[config.mk]
export PLATFORM = sky130hd
export DESIGN_NAME = rom_fuse_lock_requester
export DESIGN_NICKNAME = d
export VERILOG_FILES = /design/src/rtl/rom_fuse_pkg.sv /design/src/rtl/rom_fuse_down_ctr.sv /design/src/rtl/rom_fuse_lock_requester.sv
export SDC_FILE = /design/constraint.sdc
export NUM_CORES = 1
export LEC_CHECK = 0
export BUFFER_PORTS_ARGS = -buffer_cell sky130_fd_sc_hd__buf_2
export CORE_UTILIZATION = 45
export CTS_CLUSTER_SIZE = 30
export DETAILED_ROUTE_END_ITERATION = 10
export GPL_ROUTABILITY_DRIVEN = 1
export PLACE_DENSITY = 0.85
export SLEW_MARGIN = 20
export SYNTH_ARGS = -nofsm -noshare
export SYNTH_HDL_FRONTEND = slang
export SYNTH_SLANG_ARGS = --single-unit
[constraint.sdc]
create_clock -name CLK -period 4.7 [get_ports CLK]
set_input_delay 0.235 -clock CLK [delete_from_list [all_inputs] [get_ports CLK]]
set_output_delay 0.235 -clock CLK [all_outputs]
set_load 0.005 [all_outputs]
[src/rtl/rom_fuse_pkg.sv]
// Shared types and constants for the ROM fuse lock requester.
// Optional timeout/FAIL path: ROM_FUSE_REQ_TIMEOUT_EN.
package rom_fuse_pkg;

    localparam int FUSE_CNT_W = 8;

    localparam logic [31:0] FUSE_MAGIC_DEF   = 32'hDEADDEAD;
    localparam logic [31:0] FUSE_ARM_KEY_DEF = 32'hA5A5_0001;

    typedef enum logic [2:0] {
        IDLE,
        ARMED,
        DRIVE,
        WAIT,
        DONE_ST,
        FAIL
    } fuse_req_state_t;

endpackage

[src/rtl/rom_fuse_down_ctr.sv]
// Loadable down-counter with an at-one flag for hold and timeout windows.
// Holds at zero rather than wrapping.
module rom_fuse_down_ctr
    import rom_fuse_pkg::*;
(
    input  logic                  clk,
    input  logic                  rst,
    input  logic                  load,
    input  logic [FUSE_CNT_W-1:0] value,
    input  logic                  en,
    output logic                  at_one
);

    logic [FUSE_CNT_W-1:0] cnt_q;
    logic [FUSE_CNT_W-1:0] cnt_d;

    always_comb begin
        cnt_d = cnt_q;
        if (load) begin
            cnt_d = value;
        end else if (en && (cnt_q != '0)) begin
            cnt_d = cnt_q - 1'b1;
        end
    end

    always_ff @(posedge clk) begin
        if (rst) begin
            cnt_q <= '0;
        end else begin
            cnt_q <= cnt_d;
        end
    end

    assign at_one = (cnt_q == FUSE_CNT_W'(1));

endmodule

[src/rtl/rom_fuse_lock_requester.sv]
// Key-sequenced REG0 driver that requests and confirms the ROM fuse lock.
// Define ROM_FUSE_REQ_TIMEOUT_EN to build the LOCKED timeout and FAIL state.
module rom_fuse_lock_requester
    import rom_fuse_pkg::*;
#(
    parameter logic [31:0] ARM_KEY        = FUSE_ARM_KEY_DEF,
    parameter logic [31:0] MAGIC          = FUSE_MAGIC_DEF,
    parameter int unsigned HOLD_CYCLES    = 2,
    parameter int unsigned TIMEOUT_CYCLES = 16
) (
    input  logic        CLK,
    input  logic        RST,
    input  logic        WR_VALID,
    output logic        WR_READY,
    input  logic [31:0] WR_DATA,
    output logic [31:0] REG0,
    input  logic        LOCKED,
    output logic        BUSY,
    output logic        DONE,
    output logic        ERR,
    output logic [3:0]  ERR_CNT
);

    fuse_req_state_t state_q, state_d;

    logic [31:0] reg0_q;
    logic        rdy_q;
    logic        busy_q;
    logic        done_q;
    logic        err_q, err_d;
    logic [3:0]  err_cnt_q;

    logic accept;
    logic hold_load;
    logic hold_at_one;
    logic tmo_at_one;

    assign accept = WR_VALID && rdy_q;

    rom_fuse_down_ctr u_hold_ctr (
        .clk    (CLK),
        .rst    (RST),
        .load   (hold_load),
        .value  (FUSE_CNT_W'(HOLD_CYCLES)),
        .en     (state_q == DRIVE),
        .at_one (hold_at_one)
    );

`ifdef ROM_FUSE_REQ_TIMEOUT_EN
    rom_fuse_down_ctr u_tmo_ctr (
        .clk    (CLK),
        .rst    (RST),
        .load   ((state_q == DRIVE) && hold_at_one),
        .value  (FUSE_CNT_W'(TIMEOUT_CYCLES)),
        .en     (state_q == WAIT),
        .at_one (tmo_at_one)
    );
`else
    logic unused_tmo;
    assign unused_tmo = ^TIMEOUT_CYCLES;
    assign tmo_at_one = 1'b0;
`endif

    always_comb begin
        state_d   = state_q;
        err_d     = 1'b0;
        hold_load = 1'b0;
        // A fuse that already reports LOCKED wins over any pending write.
        if (LOCKED && (state_q != DRIVE)) begin
            state_d = DONE_ST;
        end else begin
            unique case (state_q)
                IDLE, FAIL: begin
                    if (accept) begin
                        if (WR_DATA == ARM_KEY) state_d = ARMED;
                        else                    err_d   = 1'b1;
                    end
                end
                ARMED: begin
                    if (accept) begin
                        if (WR_DATA == MAGIC) begin
                            state_d   = DRIVE;
                            hold_load = 1'b1;
                        end else begin
                            state_d = IDLE;
                            err_d   = 1'b1;
                        end
                    end
                end
                DRIVE: begin
                    if (hold_at_one) state_d = WAIT;
                end
                WAIT: begin
                    if (tmo_at_one) begin
                        state_d = FAIL;
                        err_d   = 1'b1;
                    end
                end
                DONE_ST: begin
                    state_d = DONE_ST;
                end
                default: begin
                    state_d = IDLE;
                end
            endcase
        end
    end

    always_ff @(posedge CLK) begin
        if (RST) begin
            state_q   <= IDLE;
            reg0_q    <= '0;
            rdy_q     <= 1'b0;
            busy_q    <= 1'b0;
            done_q    <= 1'b0;
            err_q     <= 1'b0;
            err_cnt_q <= '0;
        end else begin
            state_q <= state_d;
            reg0_q  <= (state_d == DRIVE) ? MAGIC : '0;
            rdy_q   <= (state_d == IDLE) || (state_d == ARMED)
                    || (state_d == FAIL);
            busy_q  <= (state_d == DRIVE) || (state_d == WAIT);
            done_q  <= (state_d == DONE_ST);
            err_q   <= err_d;
            if (err_d && (err_cnt_q != 4'hF)) begin
                err_cnt_q <= err_cnt_q + 1'b1;
            end
        end
    end

    assign WR_READY = rdy_q;
    assign REG0     = reg0_q;
    assign BUSY     = busy_q;
    assign DONE     = done_q;
    assign ERR      = err_q;
    assign ERR_CNT  = err_cnt_q;

endmodule

* Word level (Yosys, flattened, before mapping)
Index checks and enable logic that the tools add are counted.
** Word-level totals
- Word-level logic and storage cells :: 59
- Latch bits :: 0
- Memories kept :: 0
- Output and inout bits :: 40
- ROM bits :: 0
- Register bits after elaboration :: 51
- Memory bits (writable) :: 0
- Input port bits :: 36
** Cells by class
- Multiplexer cells :: 20
- Add/sub/neg operators :: 2
- $mul :: 0
- Shift-type cells :: 0
- Magnitude comparators :: 0
- Reductions and logical operators :: 13
- Equality and inequality tests :: 15
- Bitwise logic cells :: 0
- Div/mod/pow operators :: 0
** Operator list (number)
- $eq 32x32->1 const B :: 2
- $mux 32 :: 1
- $mux 3 :: 5
- $pmux 3 s5 :: 1
- $eq 3x2->1 const B :: 4
- $eq 3x3->1 const B :: 4
- $mux 1 :: 9
- $eq 8x1->1 const B :: 1
- $reduce_bool 8->1 :: 1
- $sub 8x1->8 const B :: 1
- $eq 3x1->1 const B :: 2
- $logic_not 3->1 :: 2
- $mux 2 :: 3
- $add 4x1->4 const B :: 1
- $logic_and 1x1->1 :: 4
- $ne 4x4->1 const B :: 1
- $reduce_or 2->1 :: 2
- $logic_or 1x1->1 :: 3
- $ne 3x2->1 const B :: 1
- $pmux 1 s2 :: 1
- $reduce_bool 2->1 :: 1

* Logic depth before layout (Yosys ltp)
Gate-level depths: netlist of the first run.
- Depth in word-level cells :: 8
- Mapped depth :: 7
- Gate-level depth less buffers :: 7

* By module
From an unflattened synthesis of the first run, not the netlist that was laid out.
** Second synthesis, totals
- Cell total of the unflattened synthesis :: 184
- Area, all modules :: 1539.0 sq um
** Modules (own cells, without submodules)
- rom_fuse_lock_requester :: cells each 125, sequential area each 240.2 sq um, instances 1, area an instance 1014.7 sq um
- rom_fuse_down_ctr :: cells each 59, sequential area each 160.2 sq um, instances 1, area an instance 524.3 sq um

* Least setup slack after synthesis of the first run
Ideal clock, no wire load.
- Path kind :: register -> register
- Start :: reg state_q[2]
- End :: reg err_cnt_q[0], in the netlist ERR_CNT[0]
- Buffers on the path :: 1
- Data required time :: 4.579 ns
- Clock period less this slack :: 1.742 ns
- Slack :: 2.958 ns
- Data arrival time :: 1.620 ns
- Cell stages (with the launch flop) :: 5
- Cells stage by stage :: dfxtp_1 -> clkbuf_1 -> a2111oi_1 -> and3_1 -> mux2_4
** Between the ends
- Word-level cells in the longest chain between the ends :: 5
- Elaborated cells on any way between the ends :: 9
** Ends and longest elaborated chain
- start: declaration :: RTL line rom_fuse_lock_requester.sv:24 : fuse_req_state_t state_q, state_d;
- start signal: assignment :: RTL line rom_fuse_lock_requester.sv:119 : state_q <= state_d;
- $eq 3x3->1 or $logic_not 3->1 (tied branches) :: RTL line rom_fuse_lock_requester.sv:72 : unique case (state_q)
- $reduce_or 2->1 :: RTL line rom_fuse_lock_requester.sv:72
- $pmux 1 s2 :: RTL line rom_fuse_lock_requester.sv:72
- $mux 1 * :: RTL line rom_fuse_lock_requester.sv:69 : if (LOCKED && (state_q != DRIVE)) begin
- $logic_and 1x1->1 * :: RTL line rom_fuse_lock_requester.sv:126 : if (err_d && (err_cnt_q != 4'hF)) begin
- end signal: assignment :: RTL line rom_fuse_lock_requester.sv:127 : err_cnt_q <= err_cnt_q + 1'b1;
- end: declaration :: RTL line rom_fuse_lock_requester.sv:31 : logic [3:0] err_cnt_q;
Every way passes the cells marked *; elsewhere a longest branch is shown, timed or not.
A chain may end at the register's enable or synchronous reset.

* Worst setup path after layout of the first run
- Start :: reg state_q[0]
- End :: reg err_cnt_q[0], in the netlist ERR_CNT[0]
Same word-level chain as after synthesis.

==> results of run 1 <==
power by group through the flow:
stage	Clock (W)	Sequential, W	Combinational, W
2_1_floorplan	0	0.000176	0.0000197
3_3_place_gp	0	0.000178	0.0000305
3_5_place_dp	0	0.000178	0.0000312
4_1_cts	0.000142	0.000174	0.0000313
5_1_grt	0.000148	0.000175	0.0000353
6_report	0.000138	0.000174	0.0000313
through the flow:
step,instance area (sq um),worst slack (ns)
floorplan,1430,2.96
global placement,1540,2.72
detailed placement,1540,2.69
CTS,1590,2.68
global route,1590,2.47
finish,1590,2.69
final cells by class:
| cell class | count | area (sq um) | area share |
|---|---|---|---|
| sequential | 20 | 400 | 0.252 |
| clock buffer | 3 | 22.5 | 0.0142 |
| clock inverter | 1 | 30.0 | 0.0189 |
| multi-input combinational | 110 | 756 | 0.476 |
| inverter | 4 | 15.0 | 0.00946 |
| timing repair buffer | 65 | 325 | 0.205 |
| tap | 31 | 38.8 | 0.0244 |
placed cells by master (no fill, tap or decap), types with 2 or more instances in the layout:
| cell type | n |
|---|---|
| a21oi_1 | 2 |
| a311oi_1 | 2 |
| a31oi_1 | 2 |
| and2_1 | 2 |
| and3_1 | 2 |
| and3b_1 | 2 |
| buf_2 | 65 |
| clkbuf_4 | 3 |
| conb_1 | 10 |
| dfxtp_1 | 20 |
| ha_1 | 4 |
| inv_1 | 4 |
| nand2_1 | 9 |
| nand2b_1 | 3 |
| nand3_1 | 3 |
| nand4_1 | 3 |
| nand4b_1 | 2 |
| nor2_1 | 14 |
| nor2b_1 | 5 |
| nor3_1 | 4 |
| nor4_1 | 4 |
| nor4b_1 | 3 |
| nor4b_4 | 2 |
| o21ai_0 | 2 |
| o21ai_1 | 3 |
| o31ai_1 | 2 |
| xnor2_1 | 4 |
| xor2_1 | 4 |
logic make-up after synthesis:
| family | Yosys count | synth area share |
|---|---|---|
| muxes | 2 | 0.0179 |
| xor gates and xnor gates | 8 | 0.0500 |
| DFF | 20 | 0.286 |
| other | 1 | 0.00268 |
| buffers and inverters | 39 | 0.198 |
| adders and majority gates | 4 | 0.0357 |
| AOI/OAI and AO/OA | 18 | 0.0965 |
| and+or+nand+nor | 68 | 0.313 |
flip-flops by register name, indices dropped and copies added, names as in the netlist:
register and flops:
WR_READY 1, DONE 1, state_q 3, ERR_CNT 4, u_hold_ctr.cnt_q 8, ERR 1, REG0 1, BUSY 1
worst max path at each step:
stage                            end  cells after the start
after CTS                 ERR_CNT[0]                      4
final                     ERR_CNT[0]                      4
after global routing      ERR_CNT[0]                      4
after global placement    ERR_CNT[0]                      4
after floorplan           ERR_CNT[0]                      4
after detailed placement  ERR_CNT[0]                      4
metal layers:
layer | wire (um) | GRT usage
met5 | 0 | 0
met4 | 17 | 0.0408
met3 | 162 | 0.0290
met2 | 1210 | 0.294
met1 | 1050 | 0.189
==> results.yml, run 1 <==
outcome:
  status: "finished with violations"
  violations: "DRC"
placed_design:
  dp.cells: 230
  portBuffers: 65
  place.gp.congestion: 0.755
  dp_hpwl_mm: 2.00
floorplan:
  die_y_um: 57.8
  rows: 19
  chipWidth_um: 57.8
  top_level_ports: 76
  die_area_sq_um: 3340
  initial_core_util: 0.491
  core_sq_um: 2850
setup_path:
  worst_setup_path_end_kind: "flop"
  critPathRequiredTime_ns: 4.89
  critPathSlowestCell: "a2111oi_1"
  reg2reg_from: "state_q[0]"
  crit_start: "state_q[0]"
  cp-start-kind: "flop"
  crit_fanout: 8
  arrival_ns: 2.20
  ff2ff_setup_slack_ns: 2.69
  crit_type: "reg -> reg"
  reg2reg_to: "ERR_CNT[0]"
  critPathBufInv: 1
  path_delay_family: "compound AO/OA/AOI/OAI gates"
  reg2reg_depth: 4
  crit_path_cell_trace: "inv_1 -> a2111oi_1 -> and3_1 -> mux2_4"
  cp_slowest_stage_delay_ns: 0.69
timing:
  rsz0062_at_grt: "no"
  final_hold_viol_count: 0
  fin_crit_ns: 2.01
  fin_skew_ns: 0.0104
  whs_ns: 0.252
  finalMaxSlewViolations: 0
  totalNegativeSetupSlack_ns: 0
  setup_viol: 0
  layout_worst_path_cycle_share: 0.427
  worstMarginPinSlew_ns: 0.770
  relSlewSlack: 0.485
  fmax_mhz: 498
final_layout:
  nFillCells: 246
  fin_nets: 244
  final_util: 0.557
  layout-drive-gt1-share: 0.384
  stdcell_count: 234
  diodes: 0
  syn2layout_area_growth_pct: 13.4
clocking:
  cts.sinks: 20
  cts-root-buf: "clkbuf_4"
  cts_max_level: 1
  clk_latency_ns: 0.30
  post-cts-setup-buffers: 0
  clock_path_buffers: 2
  cts_made_buffers: 3
  ctsResizeCount: 0
  hold_buffers: 0
  clk_pin_slew_ns: 0.12
  cts_tree: "done"
synthesis:
  synthTopCellsByCount: "buf_4 (31), dfxtp_1 (20), nor2_1 (14)"
  synth_area_per_cell_sq_um: 8.75
  synth.most_common_cell: "buf_4"
  synth.ff_latch_count: 20
  ys_types: 46
  synthTopCellsByArea: "dfxtp_1 (29%), buf_4 (17%), nor2_1 (3.8%)"
  syn_area_sq_um: 1400
  ys.flop_type: "dfxtp_1"
  netlist_instances: 160
  ys_async_sr_fraction: 0
  ys_seq_area_frac: 0.286
  yosysWarnings: 0
  synth_top_area_cell: "dfxtp_1"
  synth_edf_count: 0
  synth_top_area_share: 0.286
pwr:
  combPwrFrac: 0.091
  switching_power_w: 0.0000683
  vdd_ir_drop_max_v: 0.000195
  power.internal_w: 0.000274
  clkPwrFrac: 0.401
  power.total_w: 0.000343
  seqPwrFrac: 0.507
  power_density_nw_per_um2: 216
  p_leak_nw: 0.752
  swShare: 0.199
hold_path:
  worstHoldPathCells: 2
  hp-start: "RST"
  min_to: "u_hold_ctr.cnt_q[1]"
  hp-class: "in -> reg"
detailed_routing:
  wl_per_cell_um: 10.4
  vias: 1189
  drc: 7
  wirelength_mm: 2.44
  ant_nets: 0
  avgViaCountPerCell: 5.08
  drt_iter0_markers: 28
  drtPass1Iterations: 9
grt:
  gr-total-overflow: 0
  grt_antenna_before_repair: 0
  grt_max_degree: 23
  grt_pass1_vias: 1037
  grtUsageTotal: 0.159
  grt_pass1_wl_mm: 4.22
flow_run:
  maxCapViolCount: 0
Note: power is estimated with default switching activity, not from simulation.
==> run 2: changes to the inputs <==
- ABC_AREA: unset -> 1
- PLACE_DENSITY: 0.85 -> 0.83
- clock period: 4.7 -> 1.86 ns (I/O delays scaled with it)
==> run 2 against run 1 <==
  * The run now ends clean
  * Routed wire length increased by 16%
  * Clock power increased to 2.6 times the previous value
  * Critical path depth increased by 2
  * Combinational power increased to 3.3 times the previous value
  * Largest cell class unchanged
  * Synthesized area increased by 6.7%
  * Register-to-register slack got worse by 2.4 ns
  * Sequential cell count unchanged
  * Final cell count increased by 37%
  * Global-route usage increased by 1.9 points
  * Setup slack got worse by 2.4 ns
  * Clock-buffer cell count unchanged
  * Critical path type unchanged
  * Worst hold slack got worse by 0.18 ns
==> results.yml, run 2 <==
final_layout:
  diodes: 0
  layout-drive-gt1-share: 0.290
  final_cell_mix: "buf_2 (65), nand2_1 (47), nor2_1 (36)"
  layout.cells.most_common: "buf_2"
  largest_register_ffs: 8
  regMostFlops: "u_hold_ctr.cnt_q"
  nFillCells: 298
  fin_nets: 317
  stdcell_count: 320
  syn2layout_area_growth_pct: 15.4
grt:
  gr-total-overflow: 0
  grt_pass1_wl_mm: 4.98
  grt_antenna_before_repair: 0
  grt_max_degree: 23
  grt_pass1_vias: 1289
  grtUsageTotal: 0.178
detailed_routing:
  vias: 1428
  wl_per_cell_um: 8.84
  avgViaCountPerCell: 4.46
  drt_iter0_markers: 44
  drtPass1Iterations: 4
  wirelength_mm: 2.83
  drc: 0
  ant_nets: 0
timing:
  fin_skew_ns: 0.00181
  fmax_mhz: 640
  final_hold_viol_count: 0
  totalNegativeSetupSlack_ns: 0
  rsz0062_at_grt: "no"
  layout_worst_path_cycle_share: 0.839
  setup_ws_ns: 0.299
  whs_ns: 0.0749
  setup_viol: 0
  fin_crit_ns: 1.56
  finalMaxSlewViolations: 0
synthesis:
  synth_top_area_cell: "dfxtp_1"
  ys_async_sr_fraction: 0
  synthTopCellsByArea: "dfxtp_1 (27%), buf_4 (16%), nand2_1 (12%)"
  synth_top_area_share: 0.268
  synthTopCellsByCount: "nand2_1 (47), nor2_1 (36), buf_4 (32)"
  synth.most_common_cell: "nand2_1"
  yosysWarnings: 0
  ys.flop_type: "dfxtp_1"
  ys_seq_area_frac: 0.268
  synth.ff_latch_count: 20
  synth_area_per_cell_sq_um: 6.50
  synth_edf_count: 0
  netlist_instances: 230
  ys_types: 31
  syn_area_sq_um: 1490
placed_design:
  portBuffers: 65
  dp_hpwl_mm: 2.30
  dp.cells: 316
  post-place-ws_ns: 0.340
  place.gp.congestion: 0.874
clocking:
  cts_max_level: 1
  ctsResizeCount: 0
  post-cts-setup-buffers: 0
  clk_latency_ns: 0.30
  cts.sinks: 20
  clk_pin_slew_ns: 0.12
  clock_path_buffers: 2
  cts-root-buf: "clkbuf_4"
  cts_tree: "done"
  cts_made_buffers: 3
  hold_buffers: 0
flow_run:
  maxCapViolCount: 0
setup_path:
  crit_path_cell_trace: "inv_1 -> ha_1 -> a21oi_2 -> nand3_1 -> or2_0 -> a21oi_1"
  cp-start-kind: "flop"
  worst_setup_path_end_kind: "flop"
  reg2reg_from: "u_hold_ctr.cnt_q[0]"
  critPathRequiredTime_ns: 2.10
  critPathSlowestCell: "dfxtp_1"
  ff2ff_setup_slack_ns: 0.30
  arrival_ns: 1.81
  worstSetupPathDepth: 6
  cp_slowest_stage_delay_ns: 0.37
  path_delay_family: "compound AO/OA/AOI/OAI gates"
  reg2reg_to: "u_hold_ctr.cnt_q[3]"
  critPathBufInv: 1
  reg2reg_depth: 6
  crit_fanout: 8
  crit_type: "reg -> reg"
floorplan:
  die_area_sq_um: 3550
  rows: 20
  top_level_ports: 76
  core_sq_um: 3100
  die_y_um: 59.6
  chipWidth_um: 59.6
  initial_core_util: 0.481
hold_path:
  hp-class: "in -> reg"
  min_to: "ERR_CNT[3]"
  worstHoldPathCells: 2
  hp-start: "RST"
pwr:
  vdd_ir_drop_max_v: 0.000579
  combPwrFrac: 0.114
  clkPwrFrac: 0.399
  switching_power_w: 0.000199
  power_density_nw_per_um2: 520
  p_leak_nw: 0.906
  swShare: 0.221
  power.internal_w: 0.000699
  seqPwrFrac: 0.488
outcome:
  status: "finished clean"
-- run 2: changes by cell type in the layout (fill, tap and decap cells not counted), moves of 3 or more --
cell,previous run,this run
a21oi_1,2,13
inv_1,4,25
inv_2,0,3
nand2_1,9,47
nand2b_1,3,0
nand3_1,3,11
nor2_1,14,36
nor2b_1,5,1
nor4_1,4,0
nor4b_1,3,0
o21ai_1,3,7
-- run 2: area by class of cell --
cell class	count	area, sq um	share of cell area
Clock buffer	3	22.5	0.0131
Clock inverter	1	30.0	0.0174
Inverter	29	109	0.0631
Multi-Input combinational cell	157	774	0.449
Sequential cell	20	400	0.232
Tap cell	44	55.1	0.0319
Timing Repair Buffer	66	333	0.193
-- run 2: logic make-up (layout without fill, tap and decap cells) --
| family | count (synthesis) | after routing | share of synthesized area |
|---|---|---|---|
| and+or+nand+nor | 112 | 112 | 0.333 |
| buffers and inverters | 62 | 99 | 0.236 |
| AOI/OAI and AO/OA | 25 | 25 | 0.0921 |
| DFF | 20 | 20 | 0.268 |
| xor gates and xnor gates | 6 | 6 | 0.0352 |
| adders and majority gates | 4 | 4 | 0.0335 |
| other | 1 | 10 | 0.00251 |
-- run 2: per-layer routing --
metal | vias up | global-route usage | routed length, um
met5 | - | 0 | 0
met4 | 0 | 0.0565 | 23
met3 | 3 | 0.0306 | 166
met2 | 52 | 0.321 | 1290
met1 | 601 | 0.213 | 1340
li1 | 772 | - | -
-- run 2: worst register-to-register path: stages, from the launching register on --
cell and delay [ns]:
dfxtp_1 0.37, inv_1 0.12, ha_1 0.23, a21oi_2 0.32, nand3_1 0.14, or2_0 0.22, a21oi_1 0.12
-- run 2: power by group through the flow --
| stage | combinational (W) | sequential, W | clock [W] |
|---|---|---|---|
| final | 0.000102 | 0.000438 | 0.000358 |
| after global routing | 0.000120 | 0.000438 | 0.000383 |
| after CTS | 0.000103 | 0.000438 | 0.000365 |
| after detailed placement | 0.000102 | 0.000447 | 0 |
| after global placement | 0.000101 | 0.000447 | 0 |
| after floorplan | 0.0000646 | 0.000447 | 0 |
-- run 2: worst max-delay path by stage --
| stage | to | start | slack [ns] |
|---|---|---|---|
| finish | u_hold_ctr.cnt_q[3] | u_hold_ctr.cnt_q[0] | 0.30 |
| CTS | u_hold_ctr.cnt_q[3] | u_hold_ctr.cnt_q[0] | 0.31 |
| global placement | u_hold_ctr.cnt_q[3] | u_hold_ctr.cnt_q[0] | 0.38 |
| detailed placement | u_hold_ctr.cnt_q[3] | u_hold_ctr.cnt_q[0] | 0.34 |
| global route | u_hold_ctr.cnt_q[3] | u_hold_ctr.cnt_q[0] | 0.18 |
| floorplan | u_hold_ctr.cnt_q[2] | state_q[0] | 0.54 |
-- run 2: per-stage QoR --
stage	power, W	instance area, sq um	util
2_1_floorplan	0.000512	1530	-
3_3_place_gp	0.000548	1670	0.539
3_5_place_dp	0.000549	1670	0.539
4_1_cts	0.000905	1720	0.556
5_1_grt	0.000941	1720	0.556
6_report	0.000897	1720	0.556
==> run 3: changes to the inputs <==
- CORE_UTILIZATION: 45 -> 41
- PLACE_DENSITY: 0.83 -> 0.8
- clock period: 1.86 -> 1.27 ns (I/O delays scaled with it)
==> run 3 against run 2 <==
  * The run now ends with setup timing left
  * Sequential power grew 46%
  * Critical path depth grew 4
  * Combinational power grew 88%
  * Final cell count grew 10%
  * Global-route usage grew 0.71 points
  * Setup slack lost 0.45 ns
  * Clock skew grew 0.0049 ns
  * Via count grew 13%
  * Sequential share of layout area shrank 3.7 points
  * Highest routed layer unchanged
==> results.yml, run 3 (synthesis gave the netlist of run 2 again) <==
final_layout:
  nFillCells: 302
  regMostFlops: "u_hold_ctr.cnt_q"
  diodes: 0
  final_cell_mix: "buf_2 (65), nand2_1 (42), nor2_1 (30)"
  largest_register_ffs: 8
  layout.area.seq_sq_um: 410
  fin_nets: 347
  layout-drive-gt1-share: 0.451
  multi_input_area_sq_um: 907
  final_util: 0.614
  layout.cells.most_common: "buf_2"
  final_area_sq_um: 2100
  syn2layout_area_growth_pct: 40.5
clocking:
  clk_latency_ns: 0.31
  cts_made_buffers: 3
  cts.sinks: 20
  cts-root-buf: "clkbuf_4"
  cts_max_level: 1
  hold_buffers: 0
  cts_tree: "done"
  clock_path_buffers: 2
  clk_pin_slew_ns: 0.12
grt:
  gr-total-overflow: 0
  grt_pass1_wl_mm: 5.74
  grtUsageTotal: 0.185
  grt_pass1_vias: 1400
  grt_max_degree: 23
  grt_antenna_before_repair: 0
timing:
  fmax_mhz: 701
  setup_viol: 18
  layout_worst_path_cycle_share: 1.12
  setup_ws_ns: -0.156
  fin_skew_ns: 0.00667
  final_hold_viol_count: 0
  fin_crit_ns: 1.43
  finalMaxSlewViolations: 0
  rsz0062_at_grt: "yes"
  whs_ns: 0.101
placed_design:
  post-place-ws_ns: -0.148
  dp_hpwl_mm: 2.59
  place.gp.congestion: 0.882
  dpl_cell_area_sq_um: 1860
  portBuffers: 65
pwr:
  power.internal_w: 0.000897
  vdd_ir_drop_max_v: 0.000517
  clkPwrFrac: 0.317
  power_density_nw_per_um2: 580
  switching_power_w: 0.000320
  power.total_w: 0.00122
  p_leak_nw: 1.08
  combPwrFrac: 0.158
  seqPwrFrac: 0.526
  swShare: 0.263
setup_path:
  reg2reg_from: "state_q[1]"
  critPathSlowestCell: "dfxtp_4"
  reg2reg_to: "DONE"
  critPathRequiredTime_ns: 1.48
  arrival_ns: 1.63
  crit_type: "reg -> reg"
  crit_fanout: 4
  crit_path_cell_trace: "inv_4 -> buf_4 -> o21ai_4 -> a211oi_2 -> nand3_1 -> nand2_1 -> nand2_2 -> buf_6 -> nand2_4 -> nor2_2"
  cp_slowest_stage_delay_ns: 0.38
  cp-start-kind: "flop"
  worst_setup_path_end_kind: "flop"
  ff2ff_setup_slack_ns: -0.16
  reg2reg_depth: 10
detailed_routing:
  vias: 1609
  drtPass1Iterations: 4
  wl_per_cell_um: 10.1
  drc: 0
  wirelength_mm: 3.56
  ant_nets: 0
  drt_iter0_markers: 20
  avgViaCountPerCell: 4.57
floorplan:
  rows: 21
  core_sq_um: 3420
  initial_core_util: 0.437
  top_level_ports: 76
  chipWidth_um: 62.4
  die_area_sq_um: 3890
  die_y_um: 62.4
hold_path:
  worstHoldPathCells: 2
  min_to: "state_q[2]"
  hp-start: "RST"
  hp-class: "in -> reg"
outcome:
  violations: "setup timing"
  status: "finished with violations"
flow_run:
  maxCapViolCount: 0
run 3: changes by cell type in the layout (fill, tap and decap cells not counted), moves of 3 or more:
cell and change:
nor2_1 -6, nand2_4 +3, nor2_2 +4, inv_1 -3, a21oi_1 -3, nand3_2 +3
dfxtp_1 -4, nand3_1 -4, buf_6 +4, buf_4 +26, nand2_1 -5
run 3: worst max-delay path, delay by kind of cell, from the launching register on:
family | cells | cell delay (ns)
AOI/OAI and AO/OA | 2 | 0.26
buffers and inverters | 3 | 0.32
DFF | 1 | 0.38
and+or+nand+nor | 5 | 0.38
run 3: metal layers:
metal  part of all wire  routed length (um)  global-route usage
met1               0.44                1550               0.215
met3              0.049                 174              0.0239
met2               0.50                1760               0.326
met4              0.020                  71               0.105
met5                  0                   0                   0
run 3: repair_timing:
item | in CTS | in global routing
setup buffers | 2 | 6
cloned | 0 | 0
setup endpoints to repair | 17 | 41
pin swaps | 9 | 12
endpoints found under the hold margin | 0 | 0
gates resized for setup | 18 | 23
run 3: how the worst max path moves through the flow:
stage | startpoint | endpoint | slack (ns) | cells past startpoint
after global placement | state_q[1] | u_hold_ctr.cnt_q[3] | -0.10 | 7
after detailed placement | state_q[1] | u_hold_ctr.cnt_q[3] | -0.15 | 7
after global routing | state_q[1] | DONE | -0.30 | 10
after floorplan | u_hold_ctr.cnt_q[0] | u_hold_ctr.cnt_q[2] | -0.007 | 8
after CTS | state_q[1] | ERR_CNT[0] | -0.11 | 9
final | state_q[1] | DONE | -0.16 | 10
run 3: power groups by stage:
stage	combinational (W)	clock [W]	sequential, W
after floorplan	0.0000966	0	0.000655
after global placement	0.000160	0	0.000654
after detailed placement	0.000165	0	0.000654
after CTS	0.000172	0.000393	0.000642
after global routing	0.000219	0.000424	0.000641
final	0.000192	0.000386	0.000640
run 3: stage by stage:
step | setup TNS (ns) | std cells
4_1_cts | -0.824 | 346
5_1_grt | -3.10 | 352
3_5_place_dp | -1.36 | 341
3_3_place_gp | -0.856 | 341
6_report | -1.63 | 352
2_1_floorplan | -0.00732 | 239
run 3: area by class of cell:
class | count | area share
well taps | 46 | 0.0274
repair buffers | 96 | 0.273
multi-input cells | 157 | 0.432
clock buffers | 4 | 0.0173
flip-flops and latches | 20 | 0.196
inverters | 29 | 0.0543
